===== config.mk =====
export PLATFORM = sky130hd
export DESIGN_NAME = video_timing_detector_flat
export DESIGN_NICKNAME = d
export VERILOG_FILES = /design/src/rtl/video_pkg.sv /design/src/rtl/video_timing_detector_if.sv /design/src/rtl/video_timing_detector_sync.sv /design/src/rtl/video_timing_detector.sv /design/src/flat_wrapper.sv
export SDC_FILE = /design/constraint.sdc
export NUM_CORES = 1
export LEC_CHECK = 0
export BUFFER_PORTS_ARGS = -buffer_cell sky130_fd_sc_hd__buf_2
export CAP_MARGIN = 40
export CORE_UTILIZATION = 54
export CTS_BUF_LIST = sky130_fd_sc_hd__clkbuf_4 sky130_fd_sc_hd__clkbuf_8 sky130_fd_sc_hd__clkbuf_16
export DETAILED_ROUTE_END_ITERATION = 12
export GPL_TIMING_DRIVEN = 0
export PLACE_DENSITY = 0.88
export SETUP_SLACK_MARGIN = 0.5
export SYNTH_ARGS = -nofsm -noshare
export SYNTH_HDL_FRONTEND = slang
export SYNTH_SLANG_ARGS = --single-unit

===== constraint.sdc =====
create_clock -name clk -period 3.4 [get_ports clk]
set_input_delay 0.68 -clock clk [delete_from_list [all_inputs] [get_ports clk]]
set_output_delay 0.68 -clock clk [all_outputs]
set_load 0.005 [all_outputs]

===== src/rtl/video_pkg.sv =====
// Shared types for the video timing detector: lock FSM states and frame geometry.
package video_pkg;

  typedef enum logic [1:0] {
    SEARCH,
    ACQUIRE,
    LOCKED
  } vtd_state_e;

  // Wide enough for any supported raster; narrower counts are zero-extended.
  localparam int GEOM_W = 16;

  typedef struct packed {
    logic [GEOM_W-1:0] width;
    logic [GEOM_W-1:0] height;
  } geom_t;

  localparam logic VS_POL_DEFAULT = 1'b1;

endpackage


===== src/rtl/video_timing_detector_if.sv =====
// Video stream bundle: raw DE/HSYNC/VSYNC in, recovered raster position and geometry out.
interface video_timing_detector_if #(
  parameter int HLEN = 10,
  parameter int VLEN = 10
);

  logic            i_de;
  logic            i_hsync;
  logic            i_vsync;
  logic            o_de;
  logic            o_hsync;  // registered hsync, aligned with o_de
  logic [HLEN-1:0] o_hcount;
  logic [VLEN-1:0] o_vcount;
  logic [HLEN:0]   o_hactive;
  logic [VLEN:0]   o_vactive;
  logic            o_frame_start;
  logic            o_frame_end;
  logic            o_locked;
  logic            o_err;

  modport master (
    output i_de, i_hsync, i_vsync,
    input  o_de, o_hsync, o_hcount, o_vcount, o_hactive, o_vactive,
    input  o_frame_start, o_frame_end, o_locked, o_err
  );

  modport slave (
    input  i_de, i_hsync, i_vsync,
    output o_de, o_hsync, o_hcount, o_vcount, o_hactive, o_vactive,
    output o_frame_start, o_frame_end, o_locked, o_err
  );

endinterface


===== src/rtl/video_timing_detector_sync.sv =====
// Registers one input bit and flags rising/falling transitions of the registered copy.
module sync_edge_detect (
  input  logic clk,
  input  logic rst,
  input  logic d,
  output logic q,
  output logic rise,
  output logic fall
);

  logic q_d;

  // NOTE: non-blocking assignments so q_d captures the old q on the same edge.
  always_ff @(posedge clk) begin
    if (rst) begin
      q   <= 1'b0;
      q_d <= 1'b0;
    end else begin
      q   <= d;
      q_d <= q;
    end
  end

  assign rise = q & ~q_d;
  assign fall = ~q & q_d;

endmodule


===== src/rtl/video_timing_detector.sv =====
// Recovers active-area position from a DE/VSYNC stream, measures frame geometry
// and declares lock after LOCK_FRAMES consecutive identical good frames.
module video_timing_detector
  import video_pkg::*;
#(
  parameter int   HMAX        = 800,
  parameter int   VMAX        = 600,
  parameter int   HLEN        = $clog2(HMAX),
  parameter int   VLEN        = $clog2(VMAX),
  parameter int   LOCK_FRAMES = 3,
  parameter logic VS_POL      = VS_POL_DEFAULT
) (
  input logic clk,
  input logic rst,
  video_timing_detector_if.slave vid
);

  localparam int HW = HLEN + 1;
  localparam int VW = VLEN + 1;
  localparam int MW = $clog2(LOCK_FRAMES + 1);
  // Counters run one past the last index so a full-width line measures as HMAX.
  localparam logic [HW-1:0]   HSAT     = HW'(HMAX);
  localparam logic [VW-1:0]   VSAT     = VW'(VMAX);
  localparam logic [HLEN-1:0] HIDX_MAX = HLEN'(HMAX - 1);
  localparam logic [VLEN-1:0] VIDX_MAX = VLEN'(VMAX - 1);

  logic de_q, de_rise, de_fall;
  logic vs_q, vs_rise, vs_fall;
  logic hs_q;

  sync_edge_detect u_de_sync (
    .clk (clk),
    .rst (rst),
    .d   (vid.i_de),
    .q   (de_q),
    .rise(de_rise),
    .fall(de_fall)
  );

  sync_edge_detect u_vs_sync (
    .clk (clk),
    .rst (rst),
    .d   (vid.i_vsync),
    .q   (vs_q),
    .rise(vs_rise),
    .fall(vs_fall)
  );

  logic [HW-1:0] pix_cnt, ref_width, ref_w_eff;
  logic [VW-1:0] line_cnt, lines_next;
  logic          frame_bad, skip_line, fs_armed, err;
  logic          vs_edge, count_px, line_fall, mid_line, line_done;
  logic          pix_ovf, line_ovf, width_err, bad_now, err_now;
  logic          frame_valid, frame_good;
  geom_t         cand;

  assign vs_edge   = VS_POL ? vs_rise : vs_fall;
  // After a mid-line vsync the rest of that line belongs to no frame.
  assign count_px  = de_q & ~skip_line;
  assign line_fall = de_fall & ~skip_line;
  assign mid_line  = vs_edge & de_q & ~skip_line;
  assign line_done = line_fall | mid_line;

  assign pix_ovf    = count_px & (pix_cnt == HSAT);
  assign line_ovf   = line_done & (line_cnt == VSAT);
  assign width_err  = line_fall & (line_cnt != '0) & (pix_cnt != ref_width);
  assign err_now    = pix_ovf | line_ovf | width_err;
  assign bad_now    = frame_bad | err_now | mid_line;
  assign lines_next = (line_done && line_cnt != VSAT) ? line_cnt + VW'(1) : line_cnt;
  assign ref_w_eff  = (line_fall && line_cnt == '0) ? pix_cnt : ref_width;

  assign frame_valid = vs_edge & (lines_next != '0);
  assign frame_good  = frame_valid & ~bad_now;
  assign cand        = '{width: GEOM_W'(ref_w_eff), height: GEOM_W'(lines_next)};

  always_ff @(posedge clk) begin
    if (rst) begin
      pix_cnt   <= '0;
      line_cnt  <= '0;
      ref_width <= '0;
      frame_bad <= 1'b0;
      skip_line <= 1'b0;
      fs_armed  <= 1'b1;
      err       <= 1'b0;
      hs_q      <= 1'b0;
    end else begin
      hs_q <= vid.i_hsync;
      if (err_now) err <= 1'b1;
      if (vs_edge) begin
        pix_cnt   <= '0;
        line_cnt  <= '0;
        frame_bad <= 1'b0;
        skip_line <= de_q;
        fs_armed  <= 1'b1;
      end else begin
        if (de_fall) begin
          pix_cnt   <= '0;
          skip_line <= 1'b0;
        end else if (count_px && pix_cnt != HSAT) begin
          pix_cnt <= pix_cnt + HW'(1);
        end
        if (line_fall) begin
          line_cnt <= lines_next;
          if (line_cnt == '0) ref_width <= pix_cnt;
        end
        if (bad_now) frame_bad <= 1'b1;
        if (de_rise) fs_armed <= 1'b0;
      end
    end
  end

  vtd_state_e    state, state_n;
  geom_t         geo, geo_n;
  logic [MW-1:0] match_cnt, match_n;
  logic [HW-1:0] hactive;
  logic [VW-1:0] vactive;
  logic          load_active;

  // NOTE: every signal gets a default before the case so no latch is inferred.
  always_comb begin
    state_n     = state;
    geo_n       = geo;
    match_n     = match_cnt;
    load_active = 1'b0;
    if (frame_valid) begin
      unique case (state)
        SEARCH: begin
          if (frame_good) begin
            geo_n   = cand;
            match_n = MW'(1);
            if (LOCK_FRAMES == 1) begin
              state_n     = LOCKED;
              load_active = 1'b1;
            end else begin
              state_n = ACQUIRE;
            end
          end
        end
        ACQUIRE: begin
          if (!frame_good) begin
            state_n = SEARCH;
          end else if (cand == geo) begin
            match_n = match_cnt + MW'(1);
            if (int'(match_cnt) + 1 >= LOCK_FRAMES) begin
              state_n     = LOCKED;
              load_active = 1'b1;
            end
          end else begin
            geo_n   = cand;
            match_n = MW'(1);
          end
        end
        LOCKED: begin
          if (!frame_good) begin
            state_n = SEARCH;
          end else if (cand != geo) begin
            // The new geometry already counts as the first match of a fresh acquire.
            geo_n   = cand;
            match_n = MW'(1);
            state_n = ACQUIRE;
          end
        end
        default: state_n = SEARCH;
      endcase
    end
  end

  always_ff @(posedge clk) begin
    if (rst) begin
      state     <= SEARCH;
      geo       <= '0;
      match_cnt <= '0;
      hactive   <= '0;
      vactive   <= '0;
    end else begin
      state     <= state_n;
      geo       <= geo_n;
      match_cnt <= match_n;
      if (load_active) begin
        hactive <= cand.width[HW-1:0];
        vactive <= cand.height[VW-1:0];
      end
    end
  end

  assign vid.o_de          = de_q;
  assign vid.o_hsync       = hs_q;
  assign vid.o_hcount      = !de_q ? '0 : (pix_cnt >= HSAT) ? HIDX_MAX : pix_cnt[HLEN-1:0];
  assign vid.o_vcount      = !de_q ? '0 : (line_cnt >= VSAT) ? VIDX_MAX : line_cnt[VLEN-1:0];
  assign vid.o_hactive     = hactive;
  assign vid.o_vactive     = vactive;
  assign vid.o_frame_start = de_rise & fs_armed & ~vs_edge;
  assign vid.o_frame_end   = vs_edge;
  assign vid.o_locked      = (state == LOCKED);
  assign vid.o_err         = err;

endmodule


===== src/flat_wrapper.sv =====
// flat-port wrapper written by rule: the top's interface ports become plain ports
module video_timing_detector_flat import video_pkg::*;
#(
  parameter int   HMAX        = 800,
  parameter int   VMAX        = 600,
  parameter int   HLEN        = $clog2(HMAX),
  parameter int   VLEN        = $clog2(VMAX),
  parameter int   LOCK_FRAMES = 3,
  parameter logic VS_POL      = VS_POL_DEFAULT
)
  (clk, rst, vid_i_de, vid_i_hsync, vid_i_vsync, vid_o_de, vid_o_hsync, vid_o_hcount, vid_o_vcount, vid_o_hactive, vid_o_vactive, vid_o_frame_start, vid_o_frame_end, vid_o_locked, vid_o_err);
  video_timing_detector_if #(.HLEN(HLEN), .VLEN(VLEN)) vid_i ();
  input logic clk;
  input logic rst;
  input wire logic [$bits(vid_i.i_de)-1:0] vid_i_de;
  input wire logic [$bits(vid_i.i_hsync)-1:0] vid_i_hsync;
  input wire logic [$bits(vid_i.i_vsync)-1:0] vid_i_vsync;
  output wire logic [$bits(vid_i.o_de)-1:0] vid_o_de;
  output wire logic [$bits(vid_i.o_hsync)-1:0] vid_o_hsync;
  output wire logic [$bits(vid_i.o_hcount)-1:0] vid_o_hcount;
  output wire logic [$bits(vid_i.o_vcount)-1:0] vid_o_vcount;
  output wire logic [$bits(vid_i.o_hactive)-1:0] vid_o_hactive;
  output wire logic [$bits(vid_i.o_vactive)-1:0] vid_o_vactive;
  output wire logic [$bits(vid_i.o_frame_start)-1:0] vid_o_frame_start;
  output wire logic [$bits(vid_i.o_frame_end)-1:0] vid_o_frame_end;
  output wire logic [$bits(vid_i.o_locked)-1:0] vid_o_locked;
  output wire logic [$bits(vid_i.o_err)-1:0] vid_o_err;
  assign vid_i.i_de = vid_i_de;
  assign vid_i.i_hsync = vid_i_hsync;
  assign vid_i.i_vsync = vid_i_vsync;
  assign vid_o_de = vid_i.o_de;
  assign vid_o_hsync = vid_i.o_hsync;
  assign vid_o_hcount = vid_i.o_hcount;
  assign vid_o_vcount = vid_i.o_vcount;
  assign vid_o_hactive = vid_i.o_hactive;
  assign vid_o_vactive = vid_i.o_vactive;
  assign vid_o_frame_start = vid_i.o_frame_start;
  assign vid_o_frame_end = vid_i.o_frame_end;
  assign vid_o_locked = vid_i.o_locked;
  assign vid_o_err = vid_i.o_err;
  video_timing_detector #(.HMAX(HMAX), .VMAX(VMAX), .HLEN(HLEN), .VLEN(VLEN), .LOCK_FRAMES(LOCK_FRAMES), .VS_POL(VS_POL)) u_core (.clk(clk), .rst(rst), .vid(vid_i));
endmodule

==> results.md, run 1 <==
* Worst-margin pin slew at between 0.7 and 0.8 ns
* Hold Crit Class: register to register
* Synth-to-Final Area Change at 25.6%
* RSZ-0062 raised after global routing: yes
* CP max FO at 5
* Most Crowded Layer GR: met2
* Number of port buffers at between 50 and 60
* Starting density of the core at 56.7%
* DIE WIDTH at a little over 100 microns
* Worst vdd ir at 349 uV
* Period utilisation layout at 110%
* Final Util at 71.3%
* Core area at about 9400 sq um
* Slew Viols, Final at 0
* Post-synth ARST share at 0%
* Post-synth EDFFs at 0
* Worst-skew pair later-pin latency at 0.38 ns
* Failing checks: negative setup slack
* Finished Cell Area at ~6700 sq um
* Max H-tree Level at 3
* Final HPWL DP at 11.4 mm
* Worst setup EP type: register
* Arrival time worst endpoint at 3.97 ns
* Largest net degree at the start of global routing at 16
* Fmax at 0.268 GHz
* All-layer global routing usage at about a third
* Drt total wl at 17.0 mm
* Die Height at 101 microns
* Final setup violation count at 46
* Post-Syn Nets at 660
* Routed Antenna Nets at 0
* First-pass GRT wire length at 26.9 mm
* FILL cells at 670
* Tmin final at 3.73 ns
* Met1 usage at 42.8%
* Share of layout cells above drive strength 1 at a little over a quarter
* TritonCTS Buffers at 9
* Syn avg cell area at 8.23 sq um
* Drc violations at 0
* Die area at 10300 sq um
* GRT overflow at 0
* Placed Area at 5810 sq um
* Final WS setup at -0.329 ns
* Number of antenna violations at the first check in global routing at 0
* CP Launch Type: register
* Top FF cell, synth: dfxtp_1
* P per Cell Area at 312 nW/um^2
* Slew HR at 53.3%
* Clk root buf: clkbuf_8
* Clock-pin slew on the worst setup and hold paths at 0.10 ns
* Total of max-cap violations at 0
* Antenna fix cells at 0
* Outcome: finished, violations left
* Num ports at 53
* Routed vias at 5445
* Clock sink total at 90
* CTS tree: done
* WL/cell at 19.4 microns
* Worst Path Class, Setup: register to register
* 1st-pass router iterations at 5
* Endpoints failing hold at 0
* Post-Syn Instances at approximately 650
* Flop and latch count out of synthesis at 90
* Clk buf depth at 2
* Final Skew at 0.0173 ns
* Mapped cell area at roughly 5300 sq um
* Hold buffer count at cts at 0
* Met2 usage at 55.5%
* Number of global-route vias before repair at 5327
* Lkg Pwr at 2.68 nW
* Rows at 35
* Seq/Total Area, Yosys at 33.7%
* M3 GR Usage at 6.49%
* Yosys warnings at 0
* Initial DRC count at a little over 600
* Critical path cell sequence: buf_8 > inv_6 > ha_4 > or4b_4 > or4_4 > buf_8 > mux2i_1 > nand4_1 > a2111oi_4 > nand3_2 > nor4_4 > buf_6 > buf_6 > mux2i_1 > nor2_1
* Nets at 754
* Slowest cell on crit path: or4_4
* Worst Path Required at 3.64 ns
* Vias/cell at 6.22
* GPL Wtd Cong at around 1.0
* Slowest stage delay, CP at ~0.51 ns
* Yosys cell types at between 60 and 70
==> sequential cells by signal (all words and copies together) (netlist names), 2 cells and up <==
register,cells
u_core.state,2
u_core.line_cnt,11
u_core.pix_cnt,11
u_core.vid.o_hactive,11
u_core.ref_width,11
u_core.match_cnt,2
u_core.vid.o_vactive,11
u_core.geo,22
==> cell usage in the layout, fill, tap and decap left out, types with 6 or more instances in the layout <==
cell type / n
and3_1: 14
o22ai_1: 7
nor3_1: 27
nand2_1: 49
inv_1: 35
buf_2: 56
nand4_1: 8
nand3_1: 16
mux2i_4: 7
a21boi_0: 7
nand2b_1: 12
dfxtp_1: 88
buf_6: 6
o21ai_0: 10
xor2_1: 24
mux2i_1: 29
buf_4: 26
a21oi_1: 22
a211oi_1: 10
o21a_1: 8
clkbuf_8: 10
nor2b_1: 10
xnor2_1: 24
and2_1: 10
nor2_1: 62
clkbuf_1: 25
a211oi_2: 16
==> cell usage after synthesis, types with 17 or more instances <==
| library cell | count | area share, % |
|---|---|---|
| a211oi_1 | 26 | 3.7 |
| dfxtp_1 | 90 | 34 |
| mux2i_1 | 37 | 6.9 |
| nor2_1 | 63 | 4.4 |
| nand2_1 | 50 | 3.5 |
| nand3_1 | 17 | 1.6 |
| inv_1 | 38 | 2.7 |
| xor2_1 | 25 | 4.1 |
| clkbuf_1 | 32 | 2.2 |
| a21oi_1 | 27 | 2.5 |
| nor3_1 | 27 | 2.5 |
| xnor2_1 | 26 | 4.3 |
==> kinds of logic (layout without fill, tap and decap cells) <==
family	Yosys count	in the layout	share of synthesized area [%]
adders and majority gates	6	6	1.41
muxes	38	38	7.14
xor gates and xnor gates	52	52	8.78
DFF	90	90	33.7
buffers and inverters	84	182	6.49
and+or+nand+nor	256	256	25.6
AOI/OAI and AO/OA	123	123	16.9
==> stage by stage <==
stage | power [mW] | hold slack [ns] | setup TNS, ns | setup slack, ns | cells
5_1_grt | 2.14 | 0.495 | -17.01 | -0.489 | 876
3_5_place_dp | 1.36 | 0.435 | -29.18 | -0.765 | 831
6_report | 2.09 | 0.451 | -10.58 | -0.329 | 876
3_3_place_gp | 1.35 | 0.425 | -27.00 | -0.686 | 830
2_1_floorplan | 1.30 | 0.418 | -1.92 | -0.104 | 649
4_1_cts | 2.06 | 0.456 | -7.50 | -0.226 | 874
==> worst max-delay path, delay by kind of cell (launching register included) <==
kind,cells,cell delay [ns]
AND/OR/NAND/NOR,6,1.76
AO/OA/AOI/OAI,1,0.37
adder cells (fa/ha/maj),1,0.10
multiplexers,2,0.36
flip-flops,1,0.34
buffers and inverters,5,0.65
==> final timing paths <==
check                           from                       to  slack, ns  depth (start not counted)
setup reg to reg  u_core.line_cnt[0]  u_core.vid.o_hactive[5]      -0.33                         15
hold reg to reg      u_core.fs_armed          u_core.fs_armed       0.45                          1
hold / removal       u_core.fs_armed          u_core.fs_armed       0.45                          1
setup / recovery  u_core.line_cnt[0]  u_core.vid.o_hactive[5]      -0.33                         15
==> report_power, final <==
group	switching [mW]	total, mW	internal, mW
logic	0.185	0.322	0.138
clock network	0.406	0.669	0.263
registers	0.0264	1.10	1.07
==> layout make-up <==
cell class / instances / area [sq um] / area share (%)
multi-input cells: 475 / 3600 / 53.6
inverters: 38 / 148 / 2.20
clock inverters: 6 / 42.5 / 0.634
plain buffers: 46 / 284 / 4.23
clock buffers: 9 / 124 / 1.85
repair buffers: 83 / 548 / 8.17
well taps: 129 / 161 / 2.41
flip-flops and latches: 90 / 1800 / 26.9
==> per-layer routing <==
metal | vias to the layer above | routed length [microns] | part of all wire, %
met3 | 85 | 1520 | 8.9
met4 | 0 | 674 | 4.0
met5 | - | 0 | 0
met1 | 2545 | 6960 | 41
met2 | 343 | 7820 | 46
li1 | 2472 | - | -
==> repair_timing <==
item / CTS / global route
setup endpoints to repair: 55 / 60
buffers inserted: 25 / 2
gates cloned: 3 / 0
pin swaps: 31 / 10
gates resized for setup: 84 / 24
(Power assumes the default switching activity.)
==> inputs of run 2 (changes only) <==
ABC_AREA = 1   (was not set)
CTS_BUF_LIST = not set   (was sky130_fd_sc_hd__clkbuf_4 sky130_fd_sc_hd__clkbuf_8 sky130_fd_sc_hd__clkbuf_16)
==> run 2 against run 1 <==
  * Via count up 6.4%
  * Highest routed layer unchanged
  * Critical path type unchanged
  * The run now ends clean
  * Critical endpoint is now u_core.vid.o_hactive[4]
  * Critical path depth up 6
  * Combinational power up 72%
==> results.md, run 2 <==
* Endpoints failing hold at 0 (unchanged)
* Drc violations at 0 (unchanged)
* CTS tree: done
* TritonCTS Buffers at 9 (unchanged)
* Routed vias at 5795 (+6.4%)
* Commonest non-fill, non-tap cell in the layout: nand2_1
* Yosys warnings at 0 (unchanged)
* Worst-margin pin slew at 0.669 ns (-0.0319 ns)
* Max H-tree Level at 3 (unchanged)
* Hold Crit Class: register to register
* Final setup violation count at 0 (-100%)
* Vias/cell at 5.34 (-14%)
* R2r startpoint: u_core.line_cnt[1]
* Final setup TNS at 0 ns (+10.58 ns)
* Clk buf depth at 2 (unchanged)
* Fmax at 0.352 GHz (+31%)
* Tmin final at 2.84 ns (-0.889 ns)
* RR Endpoint: u_core.vid.o_hactive[4]
* Hold Path Depth at 2 (+1)
* All-layer global routing usage at 28.8% (-5.4 points)
* Hold buffer count at cts at 0 (unchanged)
* Worst-skew pair later-pin latency at 0.38 ns (about the same)
* Antenna fix cells at 0 (unchanged)
* Num ports at 53 (unchanged)
* Final Skew at 0.0192 ns (+0.00187 ns)
* Period utilisation layout at 83.5% (-26 points)
* Post-synth ARST share at 0% (unchanged)
* Top cells by area, synth: dfxtp_1 (33%), nand2_1 (14%), nor2_1 (8.9%)
* Synth-to-Final Area Change at 16.8%
* Slew Viols, Final at 0 (unchanged)
* First-pass GRT wire length at 23.2 mm (-14%)
* P per Cell Area at 388 nW/um^2 (+24%)
* Post-synth EDFFs at 0 (unchanged)
* Hold EP: u_core.u_vs_sync.q_d
* Most common cell in the netlist: nand2_1
* Worst Path Required at 3.67 ns (+0.03 ns)
* Worst vdd ir at 281 uV (-20%)
* Drt total wl at 15.1 mm (-11%)
* GPL Wtd Cong at 0.958 (-8.3%)
* Share of layout cells above drive strength 1 at 18.4% (-7.9 points)
* Nets at 959 (+27%)
* Number of flip-flops in the largest register at 22 (unchanged)
* Synth top cells by count: nand2_1 (207), nor2_1 (128), inv_1 (122)
* CP Launch Point: u_core.line_cnt[1]
* Clk root buf: clkbuf_8
* Yosys cell types at 33 (-51%)
* DIE WIDTH at 102 microns (+0.73%)
* CP max FO at 8 (+3)
* Die area at 10400 sq um (+1.5%)
* Largest net degree at the start of global routing at 16 (unchanged)
* Seq/Total Area, Yosys at 33.2% (-0.50 points)
* Most frequent cells in the layout: nand2_1 (199), inv_1 (118), nor2_1 (118), dfxtp_1 (85), nand3_1 (67)
* Clock sink total at 90 (unchanged)
* Post-Syn Instances at 874 (+35%)
* Die Height at 102 microns (+0.73%)
* Worst setup EP type: register
* Worst Path Class, Setup: register to register
* Lkg Pwr at 3.26 nW (+22%)
* Core area at 9770 sq um (+3.8%)
* 1st-pass router iterations at 6 (+1)
* WHS at 0.439 ns (-0.0112 ns)
* Total of max-cap violations at 0 (unchanged)
* Flop2flop setup slack at 0.56 ns (+0.89 ns)
* Mapped cell area at 5420 sq um (+1.5%)
* PnR Total Power at 2.45 mW (+17%)
* Post-Syn Nets at 885 (+34%)
* Top FF cell, synth: dfxtp_1
* Final HPWL DP at 10.8 mm (-5.4%)
* Arrival time worst endpoint at 3.11 ns (-0.86 ns)
* Initial DRC count at 497 (-19%)
* Post-synth top area cell: dfxtp_1
* HP Start: u_core.u_vs_sync.q
* Slew HR at 55.4% (+2.1 points)
* Number of global-route vias before repair at 4838 (-9.2%)
* CP Launch Type: register
* WL/cell at 13.9 microns (-28%)
* Number of port buffers at 51 (-1.9%)
* Outcome: finished, final reports clean
* Routed Antenna Nets at 0 (unchanged)
* Clock-pin slew on the worst setup and hold paths at 0.09 ns (about the same)
* Rows at 36 (+2.9%)
* Syn avg cell area at 6.20 sq um (-25%)
* Flop and latch count out of synthesis at 90 (unchanged)
* Largest Register: u_core.geo
* Starting density of the core at 55.5% (-1.3 points)
* Worst reg-to-reg path cell count at 21 (+6)
* GRT overflow at 0 (unchanged)
* Number of antenna violations at the first check in global routing at 0 (unchanged)
* Yosys top cell area share at 33.2% (-0.50 points)
* RSZ-0062 raised after global routing: yes
[run 2: cell count changes in the layout (fill, tap and decap cells not counted), moves of 29 or more]
cell	delta
inv_1	+83
nand2_1	+150
nand3_1	+51
nor2_1	+56
mux2i_1	-29
o21ai_0	+32
[run 2: per-layer routing]
| metal | vias up | track usage, % | share of wire, % |
|---|---|---|---|
| met4 | 0 | 9.01 | 2.5 |
| met1 | 2533 | 40.5 | 45 |
| met3 | 44 | 5.54 | 8.7 |
| met5 | - | 0 | 0 |
| met2 | 303 | 44.3 | 43 |
| li1 | 2915 | - | - |
[run 2: area by class of cell]
cell class	count	area, sq um
Fill cell	896	3440
Tap cell	133	166
Buffer	38	245
Sequential cell	90	1810
Multi-Input combinational cell	617	3070
Clock buffer	10	138
Clock inverter	5	62.6
Inverter	129	493
Timing Repair Buffer	63	347
[run 2: what timing repair did]
item | CTS | global route
setup buffers | 1 | 10
gates cloned | 0 | 1
endpoints found under the setup margin | 41 | 50
pin swaps | 1 | 18
resized for setup | 6 | 60
[run 2: how the worst max path moves through the flow]
stage | endpoint | slack, ns | cells past startpoint
final | u_core.vid.o_hactive[4] | 0.56 | 21
after global routing | u_core.vid.o_hactive[2] | 0.42 | 21
after CTS | u_core.vid.o_hactive[5] | 0.52 | 21
after detailed placement | u_core.vid.o_hactive[6] | 0.37 | 21
after global placement | u_core.vid.o_hactive[5] | 0.41 | 21
after floorplan | u_core.vid.o_hactive[10] | 0.94 | 21
[run 2: critical path: stages (launching register included)]
cell,delay (ns)
dfxtp_4,0.38
inv_4,0.07
ha_4,0.14
inv_2,0.05
nor2_4,0.11
nand3_2,0.11
nor2_4,0.19
nand2_2,0.09
buf_6,0.14
nand2_2,0.08
nand2_2,0.07
nand2_1,0.06
nand2_1,0.06
nor2_2,0.16
nand2_1,0.08
nor2_1,0.10
nand2_1,0.10
nor2_4,0.15
nand4_1,0.20
buf_6,0.21
nor2_1,0.12
nor2_1,0.07
[run 2: per-stage QoR]
stage          utilization, %  instance area (sq um)  setup slack, ns  instances
3_5_place_dp             59.8                   5840            0.371       1058
3_3_place_gp             59.8                   5840            0.408       1058
2_1_floorplan               -                   5420            0.944        874
6_report                 64.8                   6330            0.560       1085
4_1_cts                  62.1                   6070            0.523       1074
5_1_grt                  64.8                   6330            0.420       1085
[run 2: cell families (layout without fill, tap and decap cells)]
logic type                 Yosys count  after routing  synth area share, %
DFF                                 90             90                 33.2
buffers and inverters              167            245                 13.0
AOI/OAI and AO/OA                  122            122                 12.1
xor gates and xnor gates             8              8                 1.29
and+or+nand+nor                    481            481                 39.0
adders and majority gates            6              6                 1.38
[run 2: power by group]
part	internal, mW	switching, mW
registers	1.10	0.0401
clock network	0.360	0.401
logic	0.198	0.357
==> inputs of run 3 (changes only) <==
clock period = 2.6 ns   (was 3.4 ns; I/O delays follow)
==> run 3 against run 2 <==
  * The flow now finishes with violations (negative setup slack)
  * Total power rose by 43%
  * Utilization rose by 9.3 points
  * Register-to-register slack got worse by 0.76 ns
  * Sequential power rose by 31%
  * Largest power group unchanged
  * Clock-buffer cell count fell by 1
  * Design area rose by 14%
  * Maximum frequency rose by 1.3%
  * Clock power rose by 42%
  * Worst setup slack got worse by 0.76 ns
==> results.md, run 3 (synthesis results as in run 2) <==
* Sequential share of power at 42.4% (-4.0 points)
* Worst setup EP type: register
* Finished Cell Area at 7240 sq um (+14%)
* RSZ-0062 raised after global routing: yes
* Largest net degree at the start of global routing at 16 (unchanged)
* CTS tree: done
* Hold Path Depth at 3 (+1)
* Hold EP: u_core.u_de_sync.q
* Final WS setup at -0.203 ns (-0.763 ns)
* Initial DRC count at 689 (+39%)
* Final Skew at 0.0156 ns (-0.00359 ns)
* GPL Wtd Cong at 0.920 (-4.0%)
* Arrival time worst endpoint at 3.11 ns (about the same)
* Rows at 36 (unchanged)
* Share of layout cells above drive strength 1 at 31.5% (+13 points)
* Worst Path Class, Setup: register to register
* RR Endpoint: u_core.match_cnt[1]
* Placed Area at 5970 sq um (+2.1%)
* WL/cell at 16.1 microns (+16%)
* Slowest stage delay, CP at 0.38 ns (about the same)
* Hold Crit Class: input pin to register
* Most frequent cells in the layout: nand2_1 (172), inv_1 (112), nor2_1 (109), dfxtp_1 (74), nand3_1 (68)
* Starting density of the core at 55.5% (unchanged)
* Synth-to-Final Area Change at 33.6%
* Switching Power at 1.18 mW (+48%)
* Lkg Pwr at 3.66 nW (+12%)
* Critical path cell sequence: inv_4 > ha_4 > inv_4 > nor2_4 > nand3_2 > nor2_4 > nand2_2 > buf_6 > nand2_2 > nand3b_1 > nand2_1 > nand2_1 > nor2_1 > nand2_1 > nor2_4 > nand2_2 > buf_4 > buf_4 > nor3_1 > nor2_1 > nor3_1
* Clock-pin slew on the worst setup and hold paths at 0.10 ns (about the same)
* P per Cell Area at 486 nW/um^2 (+25%)
* R2r startpoint: u_core.line_cnt[1]
* Vias/cell at 5.69 (+6.5%)
* Fmax at 0.357 GHz (+1.3%)
* Tmin final at 2.80 ns (-0.0368 ns)
* Routed Antenna Nets at 0 (unchanged)
* Commonest non-fill, non-tap cell in the layout: nand2_1
* Die Height at 102 microns (unchanged)
* CP Launch Type: register
* Drt total wl at 18.2 mm (+21%)
* Clk buf depth at 2 (unchanged)
* Final setup violation count at 46 (+46)
* Worst Path Required at 2.91 ns (-0.76 ns)
* Nets at 1009 (+5.2%)
* All-layer global routing usage at 33.9% (+5.2 points)
* Number of global-route vias before repair at 5559 (+15%)
* Period utilisation layout at 108% (+24 points)
* Failing checks: negative setup slack
* Die area at 10400 sq um (unchanged)
* Num ports at 53 (unchanged)
* Worst reg-to-reg path cell count at 21 (unchanged)
* Total of max-cap violations at 0 (unchanged)
* Worst-skew pair later-pin latency at 0.38 ns (about the same)
* Number of flip-flops in the largest register at 22 (unchanged)
* Clk pwr share at 30.6% (-0.4 points)
* Number of antenna violations at the first check in global routing at 0 (unchanged)
* Final HPWL DP at 11.0 mm (+2.2%)
* HP Start: vid_i_de
* Number of port buffers at 51 (unchanged)
* Routed vias at 6455 (+11%)
* Largest Register: u_core.geo
* Worst vdd ir at 397 uV (+41%)
* Final Util at 74.1% (+9.3 points)
* First-pass GRT wire length at 27.3 mm (+17%)
* Max H-tree Level at 3 (unchanged)
* Flop2flop setup slack at -0.20 ns (-0.76 ns)
* Logic gate share of total power at 27.0% (+4.4 points)
* Core area at 9770 sq um (unchanged)
* Switch share at 33.6% (+1.0 points)
* Slew HR at 54.5% (-0.91 points)
* Clk root buf: clkbuf_8
* Slew Viols, Final at 0 (unchanged)
* Worst-margin pin slew at 0.683 ns (+0.0137 ns)
* Internal at 2.34 mW (+41%)
* CP max FO at 8 (unchanged)
* TritonCTS Buffers at 9 (unchanged)
* Clock sink total at 90 (unchanged)
* Endpoints failing hold at 0 (unchanged)
* Hold buffer count at cts at 0 (unchanged)
* Pre-CTS WS at -0.288 ns (-0.660 ns)
* Drc violations at 0 (unchanged)
* DIE WIDTH at 102 microns (unchanged)
* 1st-pass router iterations at 7 (+1)
* Antenna fix cells at 0 (unchanged)
* Outcome: finished, violations left
* Slowest cell on crit path: dfxtp_4
* GRT overflow at 0 (unchanged)
-- run 3: per-stage QoR --
stage	hold WS, ns	TNS (ns)	std cells	power [mW]
floorplan	0.403	0	874	2.04
global placement	0.411	-6.89	1058	2.18
detailed placement	0.425	-9.08	1058	2.20
CTS	0.333	0	1116	3.34
global route	0.346	-10.22	1135	3.66
finish	0.334	-4.27	1135	3.52
-- run 3: cell type report --
cell class / instances / area (sq um)
clock inverter: 6 / 90.1
tap: 133 / 166
fill: 726 / 2530
multi-input combinational: 619 / 3450
inverter: 129 / 510
buffer: 38 / 298
clock buffer: 9 / 124
timing repair buffer: 111 / 762
sequential: 90 / 1840
-- run 3: per-layer routing --
metal	share of wire [%]	routed length (microns)	vias up	global-route usage, %
li1	-	-	3034	-
met3	9.9	1810	92	5.95
met4	4.7	860	0	17.8
met5	0	0	-	0
met2	46	8360	446	53.2
met1	40	7220	2883	44.7
-- run 3: how the worst max path moves through the flow --
stage	startpoint	endpoint	slack, ns	cells after the start
6_report	u_core.line_cnt[1]	u_core.match_cnt[1]	-0.20	21
5_1_grt	u_core.line_cnt[1]	u_core.match_cnt[1]	-0.34	21
4_1_cts	u_core.line_cnt[0]	u_core.vid.o_hactive[10]	0.04	20
3_5_place_dp	u_core.line_cnt[0]	u_core.vid.o_hactive[6]	-0.29	19
3_3_place_gp	u_core.line_cnt[1]	u_core.vid.o_hactive[5]	-0.24	19
2_1_floorplan	u_core.line_cnt[1]	u_core.vid.o_hactive[7]	0.22	21
-- run 3: worst max-delay path: cells and delay by family (launching register included) --
family / cells / cell delay [ns]
DFF: 1 / 0.38
adders and majority gates: 1 / 0.16
and+or+nand+nor: 15 / 1.68
buffers and inverters: 5 / 0.52
-- run 3: power groups by stage --
stage | Clock, mW | Sequential (mW) | Combinational [mW]
finish | 1.08 | 1.49 | 0.949
global route | 1.13 | 1.50 | 1.02
CTS | 1.07 | 1.49 | 0.783
detailed placement | 0 | 1.52 | 0.672
global placement | 0 | 1.52 | 0.659
floorplan | 0 | 1.51 | 0.533
-- run 3: timing repair --
item	4_1_cts	5_1_grt
gates resized for setup	112	85
setup endpoints to repair	71	76
cloned	9	1
hold endpoints to repair	0	0
buffers inserted	34	18
pin swaps	44	45
